$ cat config.mk
export PLATFORM = sky130hd
export DESIGN_NAME = vram_arbiter_flat
export DESIGN_NICKNAME = d
export VERILOG_FILES = /design/src/rtl/vram_pkg.sv /design/src/rtl/vram_arbiter_if.sv /design/src/rtl/vram_tag_pipe.sv /design/src/rtl/vram_arbiter.sv /design/src/flat_wrapper.sv
export SDC_FILE = /design/constraint.sdc
export NUM_CORES = 1
export LEC_CHECK = 0
export CELL_PAD_IN_SITES_DETAIL_PLACEMENT = 1
export CELL_PAD_IN_SITES_GLOBAL_PLACEMENT = 1
export CORE_MARGIN = 3
export CORE_UTILIZATION = 37
export CTS_BUF_LIST = sky130_fd_sc_hd__clkbuf_8
export CTS_CLUSTER_DIAMETER = 40
export DETAILED_ROUTE_END_ITERATION = 10
export PLACE_DENSITY_LB_ADDON = 0.1
export SLEW_MARGIN = 0
export SYNTH_ARGS = -nofsm -noshare
export SYNTH_HDL_FRONTEND = slang
export SYNTH_SLANG_ARGS = --single-unit
export TNS_END_PERCENT = 1
$ cat constraint.sdc
create_clock -name CLK_50 -period 2.9 [get_ports CLK_50]
set_input_delay 0.58 -clock CLK_50 [delete_from_list [all_inputs] [get_ports CLK_50]]
set_output_delay 0.58 -clock CLK_50 [all_outputs]
set_load 0.02 [all_outputs]
$ cat src/rtl/vram_pkg.sv
// Shared types and default sizes for the VRAM arbiter slice.
// Tag and grant encodings are used by the arbiter top and its return pipe.
package vram_pkg;

    localparam int VRAM_RAM_WIDTH = 16;
    localparam int VRAM_ADDR_W    = 10;

    typedef enum logic [1:0] {
        TAG_NONE,
        TAG_DISP,
        TAG_CPU_RD
    } tag_e;

    typedef enum logic [1:0] {
        GNT_IDLE,
        GNT_DISP,
        GNT_CPU
    } grant_e;

endpackage

$ cat src/rtl/vram_arbiter_if.sv
// Bus bundle between the display fetcher, the CPU side, the VRAM and the arbiter.
// The slave modport is the arbiter's view; master is everything around it.
interface vram_arbiter_if #(
    parameter int RAM_WIDTH = vram_pkg::VRAM_RAM_WIDTH,
    parameter int ADDR_W    = vram_pkg::VRAM_ADDR_W
) ();

    logic                 disp_fetch;
    logic [ADDR_W-1:0]    disp_addr;
    logic [RAM_WIDTH-1:0] disp_data;
    logic                 disp_valid;

    logic                 cpu_req;
    logic                 cpu_we;
    logic [ADDR_W-1:0]    cpu_addr;
    logic [RAM_WIDTH-1:0] cpu_wdata;
    logic                 cpu_ack;
    logic [RAM_WIDTH-1:0] cpu_rdata;
    logic                 cpu_rvalid;

    logic [ADDR_W-1:0]    ram_addr;
    logic                 ram_we;
    logic [RAM_WIDTH-1:0] ram_wdata;
    logic [RAM_WIDTH-1:0] ram_rdata;

    modport slave (
        input  disp_fetch, disp_addr,
        input  cpu_req, cpu_we, cpu_addr, cpu_wdata,
        input  ram_rdata,
        output disp_data, disp_valid,
        output cpu_ack, cpu_rdata, cpu_rvalid,
        output ram_addr, ram_we, ram_wdata
    );

    modport master (
        output disp_fetch, disp_addr,
        output cpu_req, cpu_we, cpu_addr, cpu_wdata,
        output ram_rdata,
        input  disp_data, disp_valid,
        input  cpu_ack, cpu_rdata, cpu_rvalid,
        input  ram_addr, ram_we, ram_wdata
    );

endinterface

$ cat src/rtl/vram_tag_pipe.sv
// Two-stage return tag pipeline: routes RAM read data to the display or CPU
// two edges after the grant that issued the read.
module vram_tag_pipe
    import vram_pkg::*;
#(
    parameter int RAM_WIDTH = VRAM_RAM_WIDTH
) (
    input  logic                 clk,
    input  logic                 rst,
    input  tag_e                 tag_in,
    input  logic [RAM_WIDTH-1:0] ram_rdata,
    output logic [RAM_WIDTH-1:0] disp_data,
    output logic                 disp_valid,
    output logic [RAM_WIDTH-1:0] cpu_rdata,
    output logic                 cpu_rvalid
);

    tag_e tag_q1;
    tag_e tag_q2;

    always_ff @(posedge clk or posedge rst) begin
        if (rst) begin
            tag_q1     <= TAG_NONE;
            tag_q2     <= TAG_NONE;
            disp_data  <= '0;
            disp_valid <= 1'b0;
            cpu_rdata  <= '0;
            cpu_rvalid <= 1'b0;
        end else begin
            tag_q1     <= tag_in;
            tag_q2     <= tag_q1;
            disp_valid <= (tag_q2 == TAG_DISP);
            cpu_rvalid <= (tag_q2 == TAG_CPU_RD);
            if (tag_q2 == TAG_DISP)
                disp_data <= ram_rdata;
            if (tag_q2 == TAG_CPU_RD)
                cpu_rdata <= ram_rdata;
        end
    end

endmodule

$ cat src/rtl/vram_arbiter.sv
// Display-priority arbiter for a single-port VRAM with CPU anti-starvation.
// Optional VRAM_ARB_STATS_EN adds miss_count and force_count outputs.
module vram_arbiter
    import vram_pkg::*;
#(
    parameter int RAM_WIDTH    = VRAM_RAM_WIDTH,
    parameter int ADDR_W       = VRAM_ADDR_W,
    parameter int MAX_CPU_WAIT = 4
) (
    input  logic        CLK_50,
    input  logic        RESET,
`ifdef VRAM_ARB_STATS_EN
    output logic [15:0] miss_count,
    output logic [15:0] force_count,
`endif
    vram_arbiter_if.slave bus
);

    localparam int WAIT_W = $clog2(MAX_CPU_WAIT + 1);
    localparam logic [WAIT_W-1:0] WAIT_MAX = WAIT_W'(MAX_CPU_WAIT);

    logic              disp_pend;
    logic [ADDR_W-1:0] pend_addr;
    logic [WAIT_W-1:0] cpu_wait;
    logic              force_cpu;
    grant_e            gnt;
    tag_e              tag;

    always_comb begin
        force_cpu = bus.cpu_req && (cpu_wait >= WAIT_MAX);
        if (force_cpu)
            gnt = GNT_CPU;
        else if (disp_pend || bus.disp_fetch)
            gnt = GNT_DISP;
        else if (bus.cpu_req)
            gnt = GNT_CPU;
        else
            gnt = GNT_IDLE;
    end

    always_comb begin
        tag = TAG_NONE;
        unique case (gnt)
            GNT_DISP: tag = TAG_DISP;
            GNT_CPU:  tag = bus.cpu_we ? TAG_NONE : TAG_CPU_RD;
            default:  tag = TAG_NONE;
        endcase
    end

    always_ff @(posedge CLK_50 or posedge RESET) begin
        if (RESET) begin
            bus.ram_addr  <= '0;
            bus.ram_we    <= 1'b0;
            bus.ram_wdata <= '0;
            bus.cpu_ack   <= 1'b0;
            disp_pend     <= 1'b0;
            pend_addr     <= '0;
            cpu_wait      <= '0;
        end else begin
            bus.ram_we  <= 1'b0;
            bus.cpu_ack <= 1'b0;
            unique case (gnt)
                GNT_CPU: begin
                    bus.ram_addr  <= bus.cpu_addr;
                    bus.ram_we    <= bus.cpu_we;
                    bus.ram_wdata <= bus.cpu_wdata;
                    bus.cpu_ack   <= 1'b1;
                end
                // A fresh fetch wins over the stale pending address
                GNT_DISP:
                    bus.ram_addr <= bus.disp_fetch ? bus.disp_addr : pend_addr;
                default: ;
            endcase

            if (gnt == GNT_DISP) begin
                disp_pend <= 1'b0;
            end else if (bus.disp_fetch) begin
                disp_pend <= 1'b1;
                pend_addr <= bus.disp_addr;
            end

            if (!bus.cpu_req || gnt == GNT_CPU)
                cpu_wait <= '0;
            else if (cpu_wait < WAIT_MAX)
                cpu_wait <= cpu_wait + 1'b1;
        end
    end

    vram_tag_pipe #(
        .RAM_WIDTH(RAM_WIDTH)
    ) u_tag_pipe (
        .clk       (CLK_50),
        .rst       (RESET),
        .tag_in    (tag),
        .ram_rdata (bus.ram_rdata),
        .disp_data (bus.disp_data),
        .disp_valid(bus.disp_valid),
        .cpu_rdata (bus.cpu_rdata),
        .cpu_rvalid(bus.cpu_rvalid)
    );

`ifdef VRAM_ARB_STATS_EN
    // Any new fetch landing on a still-pending one drops the older request
    logic miss;
    assign miss = bus.disp_fetch && disp_pend;

    always_ff @(posedge CLK_50 or posedge RESET) begin
        if (RESET) begin
            miss_count  <= '0;
            force_count <= '0;
        end else begin
            if (miss && miss_count != 16'hFFFF)
                miss_count <= miss_count + 16'd1;
            if (force_cpu && force_count != 16'hFFFF)
                force_count <= force_count + 16'd1;
        end
    end
`endif

endmodule

$ cat src/flat_wrapper.sv
// flat-port wrapper written by rule: the top's interface ports become plain ports
module vram_arbiter_flat import vram_pkg::*;
#(
    parameter int RAM_WIDTH    = VRAM_RAM_WIDTH,
    parameter int ADDR_W       = VRAM_ADDR_W,
    parameter int MAX_CPU_WAIT = 4
)
  (CLK_50, RESET, bus_disp_fetch, bus_disp_addr, bus_cpu_req, bus_cpu_we, bus_cpu_addr, bus_cpu_wdata, bus_ram_rdata, bus_disp_data, bus_disp_valid, bus_cpu_ack, bus_cpu_rdata, bus_cpu_rvalid, bus_ram_addr, bus_ram_we, bus_ram_wdata);
  vram_arbiter_if #(.RAM_WIDTH(RAM_WIDTH), .ADDR_W(ADDR_W)) bus_i ();
  input  logic CLK_50;
  input  logic RESET;
  input wire logic [$bits(bus_i.disp_fetch)-1:0] bus_disp_fetch;
  input wire logic [$bits(bus_i.disp_addr)-1:0] bus_disp_addr;
  input wire logic [$bits(bus_i.cpu_req)-1:0] bus_cpu_req;
  input wire logic [$bits(bus_i.cpu_we)-1:0] bus_cpu_we;
  input wire logic [$bits(bus_i.cpu_addr)-1:0] bus_cpu_addr;
  input wire logic [$bits(bus_i.cpu_wdata)-1:0] bus_cpu_wdata;
  input wire logic [$bits(bus_i.ram_rdata)-1:0] bus_ram_rdata;
  output wire logic [$bits(bus_i.disp_data)-1:0] bus_disp_data;
  output wire logic [$bits(bus_i.disp_valid)-1:0] bus_disp_valid;
  output wire logic [$bits(bus_i.cpu_ack)-1:0] bus_cpu_ack;
  output wire logic [$bits(bus_i.cpu_rdata)-1:0] bus_cpu_rdata;
  output wire logic [$bits(bus_i.cpu_rvalid)-1:0] bus_cpu_rvalid;
  output wire logic [$bits(bus_i.ram_addr)-1:0] bus_ram_addr;
  output wire logic [$bits(bus_i.ram_we)-1:0] bus_ram_we;
  output wire logic [$bits(bus_i.ram_wdata)-1:0] bus_ram_wdata;
  assign bus_i.disp_fetch = bus_disp_fetch;
  assign bus_i.disp_addr = bus_disp_addr;
  assign bus_i.cpu_req = bus_cpu_req;
  assign bus_i.cpu_we = bus_cpu_we;
  assign bus_i.cpu_addr = bus_cpu_addr;
  assign bus_i.cpu_wdata = bus_cpu_wdata;
  assign bus_i.ram_rdata = bus_ram_rdata;
  assign bus_disp_data = bus_i.disp_data;
  assign bus_disp_valid = bus_i.disp_valid;
  assign bus_cpu_ack = bus_i.cpu_ack;
  assign bus_cpu_rdata = bus_i.cpu_rdata;
  assign bus_cpu_rvalid = bus_i.cpu_rvalid;
  assign bus_ram_addr = bus_i.ram_addr;
  assign bus_ram_we = bus_i.ram_we;
  assign bus_ram_wdata = bus_i.ram_wdata;
  vram_arbiter #(.RAM_WIDTH(RAM_WIDTH), .ADDR_W(ADDR_W), .MAX_CPU_WAIT(MAX_CPU_WAIT)) u_core (.CLK_50(CLK_50), .RESET(RESET), .bus(bus_i));
endmodule
* Word level (Yosys, flattened, before mapping) *
Index checks and enable logic that the tools add are counted.
Widths: inputs -> output; s select.

cells by class
  order comparisons = 2
  muxes and demuxes = 13
  add/subtract/negate cells = 1
  reductions and logical operators = 7
  equal/unequal tests = 4

operators with widths
  operator             number
  $pmux 10 s2          1
  $mux 10              1
  $mux 2               4
  $mux 3               2
  $reduce_bool 2->1    3
  $eq 2x1->1 const B   2
  $eq 2x2->1 const B   2
  $mux 1               4
  $pmux 2 s2           1
  $add 3x1->3 const B  1
  $ge 3x3->1 const B   1
  $lt 3x3->1 const B   1
  $logic_or 1x1->1     2
  $logic_and 1x1->1    1
  $logic_not 1->1      1

word-level totals
  input port bits = 57
  output and inout bits = 62
  word-level logic and storage cells = 40
  flip-flop bits (word level) = 80

* Longest topological paths before layout *
Gate-level depths: netlist of the first run.

  word-level depth = 6
  depth in mapped cells = 6
  gate-level depth less buffers = 5

* Modules after synthesis *
From an unflattened synthesis of the first run, not the netlist that was laid out.

second synthesis, totals
  cell total of the unflattened synthesis = 211
  area total of the unflattened synthesis = 3313.2 µm²

modules (own cells, without submodules)
  module         cells an instance  area each (µm²)  instances
  vram_arbiter   132                1848.0           1
  vram_tag_pipe  79                 1465.2           1

* Worst setup path before layout of the first run *
Ideal clock, no wire load.

  path type = input to register
  start point = in bus_disp_fetch
  end point = reg u_core.bus.ram_wdata[0]
  library setup time = 0.125 ns
  stages on the path = 6
  data arrival time = 1.836 ns
  required time = 2.775 ns
  buffers on the path = 2
  slack = 0.939 ns
  cells stage by stage = o2bb2ai_1 and2_1 ha_1 buf_2 buf_4 mux2_2

on the way
  cells in the longest elaborated chain, start to end = 4

ends and longest elaborated chain
  item                    RTL line               source
  start: declaration      flat_wrapper.sv:12     input wire logic [$bits(bus_i.disp_fetch)-1:0] bus_disp_fetch;
  $logic_or 1x1->1        vram_arbiter.sv:33     else if (disp_pend || bus.disp_fetch)
  $mux 2                  vram_arbiter.sv:33
  $mux 2                  vram_arbiter.sv:31     if (force_cpu)
  $eq 2x2->1              vram_arbiter.sv:62     unique case (gnt)
  end signal: assignment  vram_arbiter.sv:66     bus.ram_wdata <= bus.cpu_wdata;
  end: declaration        vram_arbiter_if.sv:32  output ram_addr, ram_we, ram_wdata

Every way passes these cells.
A chain may end at the register's enable or synchronous reset.

* Worst setup path after layout of the first run *
  start point = in bus_disp_fetch
  end point = reg u_core.pend_addr[6]

on the way
  cells in the longest elaborated chain, start to end = 4

ends and longest elaborated chain
  item                    RTL line            source
  $logic_or 1x1->1        vram_arbiter.sv:33
  $mux 2                  vram_arbiter.sv:33
  $mux 2                  vram_arbiter.sv:31
  $eq 2x1->1              vram_arbiter.sv:75  if (gnt == GNT_DISP) begin
  end signal: assignment  vram_arbiter.sv:79  pend_addr <= bus.disp_addr;
  end: declaration        vram_arbiter.sv:23  logic [ADDR_W-1:0] pend_addr;

Parallel ways exist; a longest one is shown, timed or not.

==> results.md, run 1 <==
- The flow ran to the end, and the final reports show no timing, DRC or antenna violations.
- In this run the static leakage power is 2.12 nW.
- The worst vdd rail ir drop is 0.000353 V.
- The final-report max-slew violation count came to 0.
- The first-pass iteration count of the detailed router is 4.
- Setup slack closes at 0.565 ns.
- After detailed routing, the number of remaining DRC violations is 0.
- In this run the remaining antenna-violating nets after routing total 0.
- By startpoint and endpoint, the worst setup path is classified as in2reg.
- The total standard cell area after synthesis is 0.00328 sq mm.
- The via count of the first global-routing pass was 2494.
- Buffers placed on the I/O ports in this run total 118.
- The power share of the combinational group is 0.386.
- Of the cells placed in the final design, the portion with a size suffix greater than 1 is 0.238.
- The layout overhead on the synthesized area is 45.5%.
- The library cells used most frequently in the layout, excluding fill and tap cells, are sky130_fd_sc_hd__clkdlybuf4s50_1, sky130_fd_sc_hd__dfrtp_1, sky130_fd_sc_hd__mux2_2.
- In the finished design, the share of the clock period the worst path needs comes to 0.805.
- The worst-skew pair later-pin latency is 0.35 ns.
- Data on the critical path arrives at its endpoint at 2.56 ns.
- The largest total area in the synthesized netlist belongs to sky130_fd_sc_hd__dfrtp_1.
- The number of clock buffers added by TritonCTS is 9.
- The maximum clock insertion buffer count is 2.
- TritonCTS built the clock tree.
- The repair_antennas step left the layout with diodes totalling 0.
- The multi-input logic area is 0.00112 sq mm.
- The number of register bits inferred by synthesis is 80.
- The count of yosys warnings during synthesis is 0.
- The count of buffers added by post-CTS timing repair for setup is 0.
- The initial utilization of the core area, before any placement, comes to 0.390.
- The net count of the finished layout is 402.
- The post-route setup TNS is 0 ns.
- The actual transition at the worst max-transition pin is 1.02 ns.
- After clock tree synthesis, the clock-pin slew on the worst setup and hold paths is 0.08 ns.
- The detailed-route via count is 2154.
- The maximum number of pins on one net before global-route repair is 39.
- The sequential area share after synthesis is 0.610.
- The worst hold path belongs to the class reg2reg.
- The total routing resource utilization after global routing is 0.163.
- The required time of the worst setup path is 3.13 ns.
- The share of total power dissipated in the clock network is 0.222.
- The endpoint type of the worst setup path is a flop.
- The y dimension of the die is 100 um.
- The overall die area is 0.0100 sq mm.
- The wire length of the first global-routing pass is 12700 um.
- Clock skew on the completed layout was measured at 0.00913 ns.
- The mean number of vias per cell is 4.80.
- The fraction of synthesized cell area taken by the top area cell type is 0.610.
- CTS placed an instance of sky130_fd_sc_hd__clkbuf_8 at the clock tree root.
- The number of top-level pins is 119.
- After detailed routing, the total wire length is 7690 um.
- The reported net switching power is 0.00131 W.
- The congestion estimate from routability-driven global placement came to 0.699.
- The top fanout value on the critical path is 10.
- The area of all sequential standard cells is 0.00200 sq mm.
- Setup violations remaining at the end of the flow were counted as 0.
- The layout has 842 filler cells.
- The first-iteration detailed-routing DRC count is 58.
- The post-layout minimum cycle time is 2.33 ns.
- After technology mapping, the gate count stands at 216.
- Counting every net in the synthesized netlist gives 278.
- The initial antenna violation count came to 0.
- The total area inside the core boundary comes to 0.00842 sq mm.
- For this design, the CTS-stage hold fixing added 0 buffers.
- The number of distinct library cells after synthesis is 23.
- Static timing analysis puts the maximum clock frequency at 428 MHz.
- The sequential share of power is 0.392.
- For this design, the sink count on the clock tree is 80.
- The average cell area after synthesis is 15.2 sq um.
- The worst pin sits at a relative slew slack of 0.318.
- For this run the aggregate overflow at the end of global routing stands at 0.
- Max-cap violations in this run came to 0.
- Yosys attributes the largest share of cell area to sky130_fd_sc_hd__dfrtp_1, sky130_fd_sc_hd__mux2_2, sky130_fd_sc_hd__mux2_4.
- STA classifies the critical path startpoint as an input pin.
- Summed over all nets, the half-perimeter wirelength after detailed placement is 5680 um.
- After detailed routing, the average wire length per cell comes to 17.1 um.
- The power per cell area is 874 mW/mm^2.
- At the placement stage, the worst setup path has a slack of 0.176 ns.
- The final-report hold violation count was 0.
- Setup repair after global routing left no endpoint under its margin.
- The floorplan die width is 100 um.
- The library cell used most frequently in the layout, excluding fill and tap cells, is sky130_fd_sc_hd__clkdlybuf4s50_1.
- In this run the number of H-tree levels came out at 3.
- The number of standard-cell rows in the floorplan is 33.
- Of the total power, the share spent switching nets is 0.314.
- In this run, post-CTS repair resized a total of 0 instances.
- The internal power summed over all cells is 0.00286 W.
## through the flow
stage,total power (W),std cells,hold WS (ns),utilization,instance area (sq um)
after CTS,0.00425,449,0.355,0.567,4770
after floorplan,0.00249,216,0.331,-,3280
after detailed placement,0.00330,434,0.336,0.540,4550
after global routing,0.00441,449,0.368,0.567,4770
after global placement,0.00326,434,0.333,0.540,4550
final,0.00417,449,0.358,0.567,4770
## critical path, stage by stage
cell and delay [ns]:
sky130_fd_sc_hd__clkdlybuf4s50_1 0.44, sky130_fd_sc_hd__o2bb2ai_1 0.32, sky130_fd_sc_hd__nand2_1 0.15, sky130_fd_sc_hd__ha_1 0.24
sky130_fd_sc_hd__and2b_1 0.46, sky130_fd_sc_hd__mux2_2 0.38
## synth_stat cells (all sizes together)
master,instances
and2,2
and2b,1
buf,9
clkbuf,2
dfrtp,80
ha,5
inv,13
mux2,58
mux2i,11
nand2,11
nand2b,2
nor2,6
nor2b,1
nor3b,1
o221ai,10
o2bb2ai,1
or2,1
or2b,1
xor2,1
## state kept, by name, summed over array words and instances, names as in the netlist
| register | flops |
|---|---|
| u_core.cpu_wait | 3 |
| u_core.u_tag_pipe.tag_q1 | 2 |
| u_core.bus.ram_addr | 10 |
| u_core.bus.ram_wdata | 16 |
| u_core.bus.cpu_ack | 1 |
| u_core.u_tag_pipe.tag_q2 | 2 |
| u_core.pend_addr | 10 |
| u_core.u_tag_pipe.cpu_rdata | 16 |
| u_core.disp_pend | 1 |
| u_core.bus.ram_we | 1 |
| u_core.u_tag_pipe.cpu_rvalid | 1 |
| u_core.u_tag_pipe.disp_data | 16 |
| u_core.u_tag_pipe.disp_valid | 1 |
## final cells by class
| cell class | instances | share of cell area |
|---|---|---|
| clock buffer | 11 | 0.0317 |
| clock inverter | 4 | 0.0160 |
| inverter | 13 | 0.0105 |
| multi-input combinational | 112 | 0.236 |
| sequential | 80 | 0.419 |
| tap | 105 | 0.0275 |
| timing repair buffer | 124 | 0.259 |
## cell families after synthesis
logic type | synth area share
flip-flops | 0.610
buffers and inverters | 0.0473
adder cells (fa/ha/maj) | 0.0191
AO/OA/AOI/OAI | 0.0294
AND/OR/NAND/NOR | 0.0385
multiplexers | 0.253
XOR/XNOR | 0.00267
## worst paths after layout
kind                                                               to  slack [ns]  cells after the start                                   from
worst max-delay path                  u_core.pend_addr[6]$_DFFE_PP0P_        0.57                      6                         bus_disp_fetch
worst max register to register        u_core.pend_addr[6]$_DFFE_PP0P_        0.84                      5           u_core.disp_pend$_DFFE_PP0P_
worst min register to register  u_core.u_tag_pipe.tag_q2[0]$_DFF_PP0_        0.36                      0  u_core.u_tag_pipe.tag_q1[0]$_DFF_PP0_
min in group asynchronous         u_core.bus.ram_wdata[7]$_DFFE_PP0N_        0.57                      2                                  RESET
worst min-delay path            u_core.u_tag_pipe.tag_q2[0]$_DFF_PP0_        0.36                      0  u_core.u_tag_pipe.tag_q1[0]$_DFF_PP0_
max in group asynchronous         u_core.bus.ram_wdata[1]$_DFFE_PP0N_        1.73                      3                                  RESET
## power groups by stage
stage	registers [W]	logic, W	clock network, W
floorplan	0.00200	0.000492	0
global placement	0.00164	0.00161	0
detailed placement	0.00166	0.00164	0
CTS	0.00164	0.00164	0.000962
global route	0.00169	0.00171	0.00101
finish	0.00164	0.00161	0.000926
## per-layer routing
metal / part of all wire / GRT usage
met5: 0 / 0
met1: 0.43 / 0.195
met4: 0.010 / 0.0497
met3: 0.052 / 0.0486
met2: 0.51 / 0.284
(Power assumes the default switching activity.)
==> inputs of run 2 (changes only) <==
- clock period: 2.9 -> 2.2 ns (I/O delays scaled with it)
==> run 2 against run 1 <==
  * Cell count grew 1.8%
  * Core utilization grew 0.77 points
  * Critical path depth is the same
  * First-iteration DRC count grew 8.6%
  * Via count grew 1.2%
  * Routed wire length grew 2.9%
  * Register-to-register slack lost 0.54 ns
  * Clock-buffer cell count shrank 2
  * Power grew 31%
  * Clock power grew 25%
  * Die area is the same
  * Non-clock buffer count grew 7
==> results.md, run 2 (same netlist as run 1, synthesis figures left out) <==
- The layout overhead on the synthesized area is 47.5% (was 45.5%).
- The total setup violations reported at the end of the flow is 0 (unchanged).
- The destination of the worst register-to-register timing path is u_core.bus.ram_addr[3]$_DFFE_PP0P_ (was u_core.pend_addr[6]$_DFFE_PP0P_).
- Run status: finished, final reports clean (unchanged).
- The reg-to-reg setup timing slack is 0.30 ns (was 0.84 ns).
- The maximum level of the CTS H-tree came to 3 (unchanged).
- The met2 capacity usage during global routing was 0.267 (was 0.284).
- The switching share of total power is 0.319 (was 0.314).
- The static leakage power is 2.16 nW (was 2.12 nW).
- The smallest hold slack was 0.349 ns (was 0.358 ns).
- The first-iteration detailed-routing DRC count was 63 (was 58).
- The count of buffers added by post-CTS timing repair for setup is 0 (unchanged).
- The sequential share of power came to 0.395 (was 0.392).
- The worst-case clock skew came to 0.0121 ns (was 0.00913 ns).
- The start point of the worst hold path is u_core.u_tag_pipe.tag_q1[0]$_DFF_PP0_ (unchanged).
- The count of port buffers added during placement was 118 (unchanged).
- The post-route setup TNS is 0 ns (unchanged).
- The internal power summed over all cells came to 0.00374 W (was 0.00286 W).
- The fraction of met3 tracks used by global routing was 0.0521 (was 0.0486).
- The overall die area is 0.0100 sq mm (unchanged).
- The cell depth of the worst hold path is 0 (unchanged).
- The max capacitance violation total is 0 (unchanged).
- The via count of the first global-routing pass was 2355 (was 2494).
- Cell chain of the critical path: clkdlybuf4s50_1, o2bb2ai_1, and2_1, ha_1, or2_2, o221ai_1 (was clkdlybuf4s50_1, o2bb2ai_1, nand2_1, ha_1, and2b_1, mux2_2).
- The final-report hold violation count was 0 (unchanged).
- The average wire length per cell after detail routing is 17.3 um (was 17.1 um).
- The count of antenna diodes in the layout is 0 (unchanged).
- The first-pass iteration count of the detailed router was 4 (unchanged).
- The final weighted congestion of routability-driven global placement is 0.704 (was 0.699).
- The total overflow reported by the global router came to 0 (unchanged).
- RSZ-0062 raised after global routing: false (unchanged).
- The CTS tree is built (unchanged).
- The busiest metal layer after global routing is met2 (unchanged).
- The endpoint type of the worst setup path is a flop (unchanged).
- The y dimension of the die is 100 um (unchanged).
- The residual antenna-violating net count after detailed routing is 0 (unchanged).
- The most frequent standard cell in the layout excluding fill and tap cells is sky130_fd_sc_hd__clkdlybuf4s50_1 (unchanged).
- In the finished design, the share of the clock period the worst path needs comes to 0.914.
- The worst path needs 2.01 ns of the cycle, external delays included.
- The relative slew slack is 0.723 (was 0.318).
- The arrival time of the worst setup path is 2.25 ns (was 2.56 ns).
- The top fanout value on the critical path was 10 (unchanged).
- The initial antenna violation count was 0 (unchanged).
- The root buffer cell was sky130_fd_sc_hd__clkbuf_8 (unchanged).
- The classification of the worst-slack hold path is reg2reg (unchanged).
- The floorplan die width is 100 um (unchanged).
- The wire length of the first global-routing pass is 12600 um (was 12700 um).
- The fraction of layout cells with a size suffix above 1 is 0.250 (was 0.238).
- The final-report max-slew violation count was 0 (unchanged).
- The overall routed net length came to 7910 um (was 7690 um).
- The post-CTS resize count is 0 (unchanged).
- The count of buffer and inverter cells on the critical path was 1 (unchanged).
- The remaining design rule violation count is 0 (unchanged).
- The total routing resource utilization after global routing was 0.161 (was 0.163).
- The routing usage on met1 is 0.209 (was 0.195).
- The number of standard-cell rows in the floorplan is 33 (unchanged).
- The number of top-level pins was 119 (unchanged).
- The effective utilization at floorplan is 0.390 (unchanged).
- The mean number of vias per cell is 4.77 (was 4.80).
- The maximum clock insertion buffer count was 2 (unchanged).
- The required time of the worst setup path is 2.44 ns (was 3.13 ns).
- The cell type group with the largest total delay on the critical path was simple AND/OR/NAND/NOR gates (unchanged).
- The clock edge transition at the registers on the reported setup and hold paths came to 0.08 ns (about the same).
- The actual transition at the worst max-transition pin is 0.416 ns (was 1.02 ns).
- The floorplan core area is 0.00842 sq mm (unchanged).
- The maximum operating frequency is 497 MHz.
- The type of origin of the critical path is an input pin (unchanged).
- The worst reg-to-reg path cell count came to 5 (unchanged).
- The worst vdd rail ir drop is 0.000542 V (was 0.000353 V).
- The post-layout net count is 409 (was 402).
- The maximum single-stage delay on the critical path is 0.42 ns (was 0.46 ns).
- The power per cell area came to 1130 mW/mm^2 (was 874 mW/mm^2).
- The maximum number of pins on one net before global-route repair is 81 (was 39).
- The clock sink count is 80 (unchanged).
- The critical path's slowest cell is sky130_fd_sc_hd__clkdlybuf4s50_1 (was sky130_fd_sc_hd__and2b_1).
- The detailed-route via count was 2180 (was 2154).
- The number of inserted filler cells in the final layout is 858 (was 842).
- The worst-skew pair later-pin latency came to 0.34 ns (was 0.35 ns).
- The power share of the combinational group is 0.394 (was 0.386).
- The kind of critical path is in2reg (unchanged).
- Commonest cells after routing, fill and taps aside: sky130_fd_sc_hd__clkdlybuf4s50_1, sky130_fd_sc_hd__dfrtp_1, sky130_fd_sc_hd__mux2_2 (unchanged).
- The endpoint of the worst hold-timing path is u_core.u_tag_pipe.tag_q2[0]$_DFF_PP0_ (unchanged).
- The number of CTS-inserted buffers was 9 (unchanged).
- The count of hold buffers inserted by post-cts repair came to 0 (unchanged).
- The clock network fraction of design power was 0.212 (was 0.222).
- The reg-to-reg critical path startpoint was u_core.disp_pend$_DFFE_PP0P_ (unchanged).
- The detailed placer's ending HPWL came to 5810 um (was 5680 um).
- Top flop regs: u_core.bus.ram_wdata: 16 flops, u_core.u_tag_pipe.cpu_rdata: 16 flops, u_core.u_tag_pipe.disp_data: 16 flops (unchanged).
- The reported net switching power is 0.00175 W (was 0.00131 W).
run 2: changes by cell type in the layout (fill, tap and decap cells not counted), sizes merged:
cell / before / now
buf: 6 / 13
clkinv: 1 / 2
clkbuf: 11 / 9
inv: 13 / 14
clkinvlp: 1 / 2
run 2: power groups by stage:
stage / logic [W] / clock network, W / registers [W]
finish: 0.00216 / 0.00116 / 0.00217
global route: 0.00228 / 0.00127 / 0.00223
floorplan: 0.000649 / 0 / 0.00263
global placement: 0.00215 / 0 / 0.00217
CTS: 0.00220 / 0.00120 / 0.00217
detailed placement: 0.00220 / 0 / 0.00219
run 2: layout make-up:
| type | instances | area, sq um | share of cell area |
|---|---|---|---|
| clock inverters | 7 | 88.8 | 0.0184 |
| well taps | 105 | 131 | 0.0271 |
| flip-flops and latches | 80 | 2000 | 0.414 |
| clock buffers | 9 | 124 | 0.0256 |
| inverters | 13 | 52.6 | 0.0109 |
| multi-input cells | 112 | 1120 | 0.232 |
| repair buffers | 131 | 1320 | 0.272 |
run 2: metal layers:
layer | part of all wire | vias up
met1 | 0.43 | 1105
met5 | 0 | -
met2 | 0.50 | 69
met4 | 0.0076 | 0
met3 | 0.065 | 5
li1 | - | 1001
run 2: worst max-delay path by stage:
stage                              start                                   to  slack [ns]  cells past startpoint
after floorplan           bus_disp_fetch  u_core.bus.ram_wdata[0]$_DFFE_PP0N_        0.38                      6
after global placement    bus_disp_fetch      u_core.pend_addr[7]$_DFFE_PP0P_       -0.05                      7
after detailed placement  bus_disp_fetch   u_core.bus.ram_addr[0]$_DFFE_PP0P_       -0.20                      6
after CTS                 bus_disp_fetch   u_core.bus.ram_addr[3]$_DFFE_PP0P_        0.17                      6
after global routing      bus_disp_fetch   u_core.bus.ram_addr[0]$_DFFE_PP0P_       0.009                      6
final                     bus_disp_fetch   u_core.bus.ram_addr[3]$_DFFE_PP0P_        0.19                      6
run 2: metrics by stage:
step / total power (W) / util / cells / instance area [sq um] / worst slack (ns)
finish: 0.00549 / 0.575 / 457 / 4840 / 0.189
global route: 0.00578 / 0.575 / 457 / 4840 / 0.00865
CTS: 0.00557 / 0.575 / 457 / 4840 / 0.169
detailed placement: 0.00439 / 0.549 / 441 / 4630 / -0.204
global placement: 0.00432 / 0.549 / 441 / 4630 / -0.0499
floorplan: 0.00328 / - / 216 / 3290 / 0.379
